==> src/rtl/mul_approx_cfg_ctrl.sv <==
// mul_approx_cfg_ctrl
// Configuration sequencer for the systolic array's approximate signed
// multipliers. A precision/approximation request (P, A) is accepted over a
// valid/ready handshake and held in a shadow register. The new masks are
// applied only at a tile boundary, after the in-flight MACs have drained, so
// that every product in a tile sees one consistent configuration.
//
// Optional build macro: MUL_CFG_STATS_EN
//   defined   : 16-bit saturating counters of applied configs and rejected requests
//   undefined : o_applied_cnt / o_err_cnt tied to zero, no counter flops
//
// Ports
//   i_clk, i_rstn        clock, asynchronous active-low reset
//   i_cfg_valid          request valid
//   o_cfg_ready          request accepted when valid & ready
//   i_cfg_prec           requested result precision P (legal 4..MAC_OUT_WIDTH)
//   i_cfg_appr           requested truncated LSB columns A (legal 0..N_BIT_APPR)
//   i_tile_last          pulse: last operand of the current tile issued
//   i_array_idle         array holds no tile
//   i_cfg_flush          abort a pending (waiting) request
//   o_res_mask           result mask to every multiplier
//   o_appr_mask          approximation mask to every multiplier
//   o_stall              hold the array feeder
//   o_busy               sequencer not idle
//   o_cfg_applied        one-cycle pulse, high in the cycle the new masks appear
//   o_cfg_err            one-cycle pulse after an illegal request
//   o_cur_prec           active P
//   o_cur_appr           active A
//   o_applied_cnt        applied-config count (stats build only)
//   o_err_cnt            illegal-request count (stats build only)
//
// state  | meaning
// IDLE   | ready for a request; masks hold the active config
// WAIT   | request captured, waiting for the current tile to finish
// DRAIN  | feeder stalled while in-flight products leave the array
// APPLY  | new masks visible this cycle, o_cfg_applied high

module mul_approx_cfg_ctrl #(
  parameter int MAC_OUT_WIDTH = 16,
  parameter int N_BIT_RES     = 12,
  parameter int N_BIT_APPR    = 8,
  parameter int PIPE_DEPTH    = 3,
  parameter int PREC_W        = 5,
  parameter int APPR_W        = 4
) (
  input  logic                  i_clk,
  input  logic                  i_rstn,
  input  logic                  i_cfg_valid,
  output logic                  o_cfg_ready,
  input  logic [PREC_W-1:0]     i_cfg_prec,
  input  logic [APPR_W-1:0]     i_cfg_appr,
  input  logic                  i_tile_last,
  input  logic                  i_array_idle,
  input  logic                  i_cfg_flush,
  output logic [N_BIT_RES-1:0]  o_res_mask,
  output logic [N_BIT_APPR-1:0] o_appr_mask,
  output logic                  o_stall,
  output logic                  o_busy,
  output logic                  o_cfg_applied,
  output logic                  o_cfg_err,
  output logic [PREC_W-1:0]     o_cur_prec,
  output logic [APPR_W-1:0]     o_cur_appr,
  output logic [15:0]           o_applied_cnt,
  output logic [15:0]           o_err_cnt
);

  localparam logic [1:0] ST_IDLE  = 2'd0;
  localparam logic [1:0] ST_WAIT  = 2'd1;
  localparam logic [1:0] ST_DRAIN = 2'd2;
  localparam logic [1:0] ST_APPLY = 2'd3;

  // With no pipeline to drain the sequencer jumps straight to APPLY.
  localparam logic [1:0] ST_AFTER_WAIT = (PIPE_DEPTH == 0) ? ST_APPLY : ST_DRAIN;

  localparam int CNT_W = (PIPE_DEPTH > 1) ? $clog2(PIPE_DEPTH) : 1;
  localparam logic [CNT_W-1:0] CNT_LOAD = (PIPE_DEPTH > 0) ? CNT_W'(PIPE_DEPTH - 1) : '0;

  localparam logic [PREC_W-1:0] PREC_MIN = PREC_W'(4);
  localparam logic [PREC_W-1:0] PREC_MAX = PREC_W'(MAC_OUT_WIDTH);
  localparam logic [APPR_W-1:0] APPR_MAX = APPR_W'(N_BIT_APPR);
  localparam logic [PREC_W-1:0] PREC_RST = PREC_W'(MAC_OUT_WIDTH);

  logic [1:0]            r_state;
  logic [1:0]            w_next_state;
  logic [CNT_W-1:0]      r_drain_cnt;
  logic [PREC_W-1:0]     r_shd_prec;
  logic [APPR_W-1:0]     r_shd_appr;
  logic [N_BIT_RES-1:0]  r_res_mask;
  logic [N_BIT_APPR-1:0] r_appr_mask;
  logic [PREC_W-1:0]     r_cur_prec;
  logic [APPR_W-1:0]     r_cur_appr;
  logic                  r_applied;
  logic                  r_err;

  logic                  w_hs;
  logic                  w_req_legal;
  logic [PREC_W-1:0]     w_src_prec;
  logic [APPR_W-1:0]     w_src_appr;

  function automatic logic [N_BIT_RES-1:0] f_res_mask(input logic [PREC_W-1:0] p);
    logic [N_BIT_RES-1:0] m;
    for (int k = 0; k < N_BIT_RES; k++) begin
      m[k] = ((k + 4) < int'(p));
    end
    return m;
  endfunction

  function automatic logic [N_BIT_APPR-1:0] f_appr_mask(input logic [APPR_W-1:0] a);
    logic [N_BIT_APPR-1:0] m;
    for (int k = 0; k < N_BIT_APPR; k++) begin
      m[k] = !(k < int'(a));
    end
    return m;
  endfunction

  assign o_cfg_ready = (r_state == ST_IDLE) && !i_cfg_flush;
  assign w_hs        = i_cfg_valid && o_cfg_ready;
  assign w_req_legal = (i_cfg_prec >= PREC_MIN) && (i_cfg_prec <= PREC_MAX) &&
                       (i_cfg_appr <= APPR_MAX);

  // The shadow is only written at the handshake edge, so a zero-depth switch
  // straight out of IDLE must take the request fields directly.
  assign w_src_prec = (r_state == ST_IDLE) ? i_cfg_prec : r_shd_prec;
  assign w_src_appr = (r_state == ST_IDLE) ? i_cfg_appr : r_shd_appr;

  always_comb begin
    w_next_state = r_state;
    case (r_state)
      ST_IDLE: begin
        if (w_hs && w_req_legal) begin
          w_next_state = i_array_idle ? ST_AFTER_WAIT : ST_WAIT;
        end
      end
      ST_WAIT: begin
        if (i_cfg_flush) begin
          w_next_state = ST_IDLE;
        end else if (i_tile_last || i_array_idle) begin
          w_next_state = ST_AFTER_WAIT;
        end
      end
      ST_DRAIN: begin
        if (r_drain_cnt == '0) begin
          w_next_state = ST_APPLY;
        end
      end
      ST_APPLY: w_next_state = ST_IDLE;
      default:  w_next_state = ST_IDLE;
    endcase
  end

  always_ff @(posedge i_clk or negedge i_rstn) begin
    if (!i_rstn) begin
      r_state     <= ST_IDLE;
      r_drain_cnt <= '0;
      r_shd_prec  <= PREC_RST;
      r_shd_appr  <= '0;
      r_res_mask  <= '1;
      r_appr_mask <= '1;
      r_cur_prec  <= PREC_RST;
      r_cur_appr  <= '0;
      r_applied   <= 1'b0;
      r_err       <= 1'b0;
    end else begin
      r_state <= w_next_state;

      if ((w_next_state == ST_DRAIN) && (r_state != ST_DRAIN)) begin
        r_drain_cnt <= CNT_LOAD;
      end else if ((r_state == ST_DRAIN) && (r_drain_cnt != '0)) begin
        r_drain_cnt <= r_drain_cnt - 1'b1;
      end

      if ((r_state == ST_IDLE) && w_hs && w_req_legal) begin
        r_shd_prec <= i_cfg_prec;
        r_shd_appr <= i_cfg_appr;
      end

      // Masks are loaded on the edge entering APPLY so that the pulse and the
      // new masks share the APPLY cycle.
      r_applied <= (w_next_state == ST_APPLY);
      if (w_next_state == ST_APPLY) begin
        r_res_mask  <= f_res_mask(w_src_prec);
        r_appr_mask <= f_appr_mask(w_src_appr);
        r_cur_prec  <= w_src_prec;
        r_cur_appr  <= w_src_appr;
      end

      r_err <= w_hs && !w_req_legal;
    end
  end

  // Derived from the state register so that reset drops them immediately.
  assign o_stall       = (r_state == ST_DRAIN) || (r_state == ST_APPLY);
  assign o_busy        = (r_state != ST_IDLE);
  assign o_res_mask    = r_res_mask;
  assign o_appr_mask   = r_appr_mask;
  assign o_cur_prec    = r_cur_prec;
  assign o_cur_appr    = r_cur_appr;
  assign o_cfg_applied = r_applied;
  assign o_cfg_err     = r_err;

`ifdef MUL_CFG_STATS_EN
  logic [15:0] r_applied_cnt;
  logic [15:0] r_err_cnt;

  always_ff @(posedge i_clk or negedge i_rstn) begin
    if (!i_rstn) begin
      r_applied_cnt <= '0;
      r_err_cnt     <= '0;
    end else begin
      if (r_applied && (r_applied_cnt != 16'hFFFF)) begin
        r_applied_cnt <= r_applied_cnt + 16'd1;
      end
      if (r_err && (r_err_cnt != 16'hFFFF)) begin
        r_err_cnt <= r_err_cnt + 16'd1;
      end
    end
  end

  assign o_applied_cnt = r_applied_cnt;
  assign o_err_cnt     = r_err_cnt;
`else
  assign o_applied_cnt = 16'd0;
  assign o_err_cnt     = 16'd0;
`endif

endmodule
==> config.mk <==
export PLATFORM = sky130hd
export DESIGN_NAME = mul_approx_cfg_ctrl
export DESIGN_NICKNAME = d
export VERILOG_FILES = /design/src/rtl/mul_approx_cfg_ctrl.sv
export SDC_FILE = /design/constraint.sdc
export NUM_CORES = 1
export LEC_CHECK = 0
export ABC_AREA = 1
export CAP_MARGIN = 20
export CORE_UTILIZATION = 39
export CTS_CLUSTER_SIZE = 12
export DETAILED_ROUTE_END_ITERATION = 6
export PLACE_DENSITY = 0.82
export SLEW_MARGIN = 20
export SYNTH_ARGS = -nofsm -noshare
export SYNTH_HDL_FRONTEND = slang
export SYNTH_SLANG_ARGS = --single-unit
==> constraint.sdc <==
create_clock -name i_clk -period 1.3 [get_ports i_clk]
set_input_delay 0.195 -clock i_clk [delete_from_list [all_inputs] [get_ports i_clk]]
set_output_delay 0.195 -clock i_clk [all_outputs]
set_load 0.02 [all_outputs]
Word level (Yosys, flattened, before mapping)
Cells that the tools add are included.
{"block": "op_classes", "addsub": 1, "order_cmp": 23, "eq_ne": 6, "n_mux": 10, "n_reduce_logical": 27}
{"operator": "$lt 4x5->1 const A", "count": 8}
{"operator": "$lt 3x5->1 const A", "count": 4}
{"operator": "$lt 3x4->1 const A", "count": 4}
{"operator": "$mux 2", "count": 7}
{"operator": "$logic_and 1x1->1", "count": 10}
{"operator": "$logic_not 1->1", "count": 10}
{"operator": "$eq 2x2->1 const B", "count": 4}
{"operator": "$lt 1x4->1 const A", "count": 2}
{"operator": "$lt 2x4->1 const A", "count": 2}
{"operator": "$pmux 2 s4", "count": 1}
{"operator": "$reduce_bool 2->1", "count": 3}
{"operator": "$ge 5x3->1 const B", "count": 1}
{"operator": "$le 5x5->1 const B", "count": 1}
{"operator": "$mux 5", "count": 1}
{"operator": "$le 4x4->1 const B", "count": 1}
{"operator": "$logic_not 2->1", "count": 2}
{"operator": "$mux 4", "count": 1}
{"operator": "$eq 2x1->1 const B", "count": 1}
{"operator": "$logic_or 1x1->1", "count": 2}
{"operator": "$ne 2x2->1 const B", "count": 1}
{"operator": "$sub 2x1->2 const B", "count": 1}
{"block": "word_totals", "reg_bits": 44, "inputBits": 15, "out_inout_bits": 66, "word_cells": 77}

Depth between registers and ports, before layout
{"block": "logic_depth", "ltp_word": 9, "ltp_mapped": 10, "depth_no_buf": 10}

Least setup slack after synthesis
OpenSTA, ideal clock, no wires.
{"block": "synth_timing", "path_kind": "reg-to-output", "startpoint": "reg r_state[1]", "endpoint": "out o_cfg_ready", "arrival_time_ns": 1.144, "required_time_ns": 1.105, "path_slack_ns": -0.039, "path_stages_with_launch": 5, "path_buffers": 1, "cell_sequence": "dfrtp_1 -> nor2_4 -> buf_6 -> inv_2 -> nor2_1"}
{"block": "synth_via", "elab_chain_cells": 2}
{"item": "start: declaration", "line": "83", "rtl": "logic [1:0] r_state;"}
{"item": "start signal: assignment", "line": "164", "rtl": "r_state <= w_next_state;"}
{"item": "$logic_not 2->1", "line": "116", "rtl": "assign o_cfg_ready = (r_state == ST_IDLE) && !i_cfg_flush;"}
{"item": "$logic_and 1x1->1", "line": "116"}
{"item": "end: declaration", "line": "49", "rtl": "output logic o_cfg_ready,"}
No other way between the ends.

Final worst setup path
{"block": "layout_timing", "startpoint": "reg r_state[1]", "endpoint": "reg r_drain_cnt[0]"}
{"block": "layout_via", "elab_chain_cells": 9, "word_cells_on_any_way": 18}
{"item": "$logic_not 2->1", "line": "116, 128"}
{"item": "$logic_and 1x1->1", "line": "116"}
{"item": "$logic_and 1x1->1", "line": "117", "rtl": "assign w_hs = i_cfg_valid && o_cfg_ready;"}
{"item": "$logic_and 1x1->1", "line": "130", "rtl": "if (w_hs && w_req_legal) begin"}
{"item": "$mux 2", "line": "130"}
{"item": "$pmux 2 s4 *", "line": "128", "rtl": "case (r_state)"}
{"item": "via w_next_state[1]", "line": "84", "rtl": "logic [1:0] w_next_state;"}
{"item": "$eq 2x2->1 *", "line": "166", "rtl": "if ((w_next_state == ST_DRAIN) && (r_state != ST_DRAIN)) begin"}
{"item": "$logic_and 1x1->1 *", "line": "166"}
{"item": "$mux 2 or $reduce_bool 2->1 (tied branches)"}
{"item": "end signal: assignment", "line": "169", "rtl": "r_drain_cnt <= r_drain_cnt - 1'b1;"}
{"item": "end: declaration", "line": "85", "rtl": "logic [CNT_W-1:0] r_drain_cnt;"}
Mark *: on every way through the listed nets, which the timed path passes. The rest lies on a longest branch.
A chain may end at the register's enable or synchronous reset.

==> flow_summary.json <==
{
  "io_pins": 81,
  "syn_area_per_cell_um2": 8.87,
  "grt_pass1_vias": 1797,
  "rsz0062_at_grt": "yes",
  "crit_type": "register to register",
  "fmax_mhz": 649,
  "synth_cell_types": 32,
  "finalNetCount": 352,
  "hold_class": "primary input to asynchronous set/reset pin",
  "ys_seq_elements": 43,
  "area_delta_synth_final_pct": 43.9,
  "yosys.area.top_type": "dfstp_2",
  "clock_sinks": 43,
  "yosysSeqAreaShare": 0.495,
  "drc": 0,
  "grt-ovfl-total": 0,
  "dpl_worst_slack_ns": -0.304,
  "startpoint_type": "register",
  "power_density_nw_per_um2": 2490,
  "portBuffers": 48,
  "status": "finished with violations",
  "whs_ns": 0.396,
  "worstPathRequired_ns": 1.49,
  "antenna_left": 0,
  "die_w_um": 77.5,
  "routedWlPerCell_um": 13.0,
  "dp.cells": 389,
  "n_antenna_cell": 0,
  "finalHoldViolations": 0,
  "drv_slew": 0,
  "synthTopCellsByArea": "dfstp_2 (25%), dfrtp_1 (25%), buf_4 (11%), nand2_1 (9.9%), inv_1 (4.7%)",
  "clk_latency_ns": 0.29,
  "max-clock-path-buffers": 2,
  "place_hpwl_mm": 3.41,
  "netlist_area_um2": 2230,
  "p_leak_uw": 0.00160,
  "dieArea_um2": 6010,
  "vias_per_cell": 4.56,
  "cts_buffers": 5,
  "finClkSkew_ns": 0.00325,
  "final_common_cell": "nand2_1",
  "h-tree-depth": 2,
  "max_cap_viol_count": 0,
  "start_util": 0.404,
  "fill_cells": 480,
  "gp_routability_congestion": 0.815,
  "synth_top_cell_area_share": 0.248,
  "worstPathMaxFanout": 7,
  "worst_setup_path_end_kind": "register",
  "die_h_um": 77.5,
  "grt_pass1_wl_mm": 8.09,
  "fp-row-count": 27,
  "cts_tree": "built",
  "worst_slack_ns": -0.241,
  "layout_min_cycle_time_ns": 1.54,
  "fp.coreArea_um2": 5510,
  "wirelength_mm": 5.30,
  "post-route-period-util": 1.19,
  "layout_common_cells": "nand2_1 (48), conb_1 (32), buf_4 (27)",
  "grt_max_degree": 44,
  "violations": "negative setup slack",
  "peakVddDrop_v": 0.00114,
  "grt_util_all_layers": 0.171,
  "antenna_found_initial": 0,
  "vias": 1864,
  "cp.arrival_ns": 1.73,
  "syn_inst": 251,
  "final_cell_count_no_fill": 409,
  "ys.warnings.count": 0,
  "root_buffer": "clkbuf_8",
  "cts.reportedPaths.clkPinSlew_ns": 0.08,
  "final_layout_size_suffix_gt1_frac": 0.457,
  "firstDrtPassIters": 5,
  "setup_viol": 40,
  "drt-initial-drc-count": 57
}
final cells by class:
type | instances | area (µm²) | area share
Sequential cell | 43 | 1100 | 0.344
Multi-Input combinational cell | 170 | 1090 | 0.339
Timing Repair Buffer | 86 | 721 | 0.225
Inverter | 30 | 118 | 0.0367
Tap cell | 72 | 90.1 | 0.0281
Clock buffer | 6 | 72.6 | 0.0227
Clock inverter | 2 | 12.5 | 0.00391
metrics by stage:
step | total power [µW] | util | setup TNS, ns | instance area (µm²)
floorplan | 4870 | - | -0.179 | 2350
global placement | 6450 | 0.516 | -6.41 | 2840
detailed placement | 6590 | 0.516 | -7.94 | 2840
CTS | 7740 | 0.568 | -5.51 | 3130
global route | 8500 | 0.582 | -7.19 | 3200
finish | 7990 | 0.582 | -5.20 | 3200
flip-flops by register name (all words and copies together), names as in the netlist:
register / flops
r_state: 2
o_cur_appr: 4
o_cfg_err: 1
o_cur_prec: 4
o_cfg_applied: 1
o_appr_mask: 8
r_shd_prec: 5
r_shd_appr: 4
o_res_mask: 12
r_drain_cnt: 2
Yosys cell counts (all sizes together):
master       count
a21oi            7
inv             30
and3             1
nor3b            1
o21a             1
dfstp           21
o21ai           36
nor3             2
nand3            7
or2              1
clkbuf           2
dfrtp           22
o221ai           1
ha               1
nand2           62
buf             37
dlygate4sd3      1
nor2            13
o211ai           4
conb             1
cells by family (layout without fill, tap and decap cells):
group | Yosys count | after routing | share of synthesized area
adders and majority gates | 1 | 1 | 0.00562
AOI/OAI and AO/OA | 49 | 49 | 0.140
DFF | 43 | 43 | 0.495
other | 1 | 32 | 0.00168
and+or+nand+nor | 87 | 88 | 0.173
buffers and inverters | 70 | 124 | 0.184
path summary, 6_finish.rpt:
kind | start | end | slack (ns) | cells past startpoint
max in group asynchronous | i_rstn | r_shd_prec[4]$_DFFE_PN1P_ | 0.62 | 3
hold reg to reg | o_appr_mask[3]$_DFFE_PN1P_ | o_appr_mask[3]$_DFFE_PN1P_ | 0.47 | 2
setup reg to reg | r_state[1]$_DFF_PN0_ | r_drain_cnt[0]$_DFFE_PN0P_ | -0.24 | 9
setup / recovery | r_state[1]$_DFF_PN0_ | r_drain_cnt[0]$_DFFE_PN0P_ | -0.24 | 9
hold / removal | i_rstn | o_cur_prec[3]$_DFFE_PN0P_ | 0.40 | 3
min in group i_clk | o_appr_mask[3]$_DFFE_PN1P_ | o_appr_mask[3]$_DFFE_PN1P_ | 0.47 | 2
worst max-delay path: stages (launching register included):
cell and delay [ns]:
dfrtp_1 0.42, nor2_4 0.13, buf_6 0.13, buf_8 0.12, and3_4 0.26, nand3_4 0.10
nand2_4 0.10, nand3_2 0.06, nand2_1 0.08, inv_1 0.04
routing by layer:
metal	vias up	wire, µm	global-route usage
li1	896	-	-
met3	9	227	0.0294
met5	-	0	0
met1	904	2100	0.194
met4	0	77	0.0623
met2	55	2890	0.317
timing repair:
action / CTS / global route
setup buffers: 5 / 8
hold endpoints to repair: 22 / 0
pin swaps: 20 / 13
resized for setup: 137 / 51
hold buffers: 1 / 0
cloned: 0 / 1
setup endpoints to repair: 76 / 62
power by group:
group	leakage, µW	total [µW]	internal, µW	switching [µW]
clock network	0.0000412	833	376	457
logic	0.00107	4540	1900	2640
registers	0.000490	2620	2210	410
Note: power is estimated with default switching activity, not from simulation.
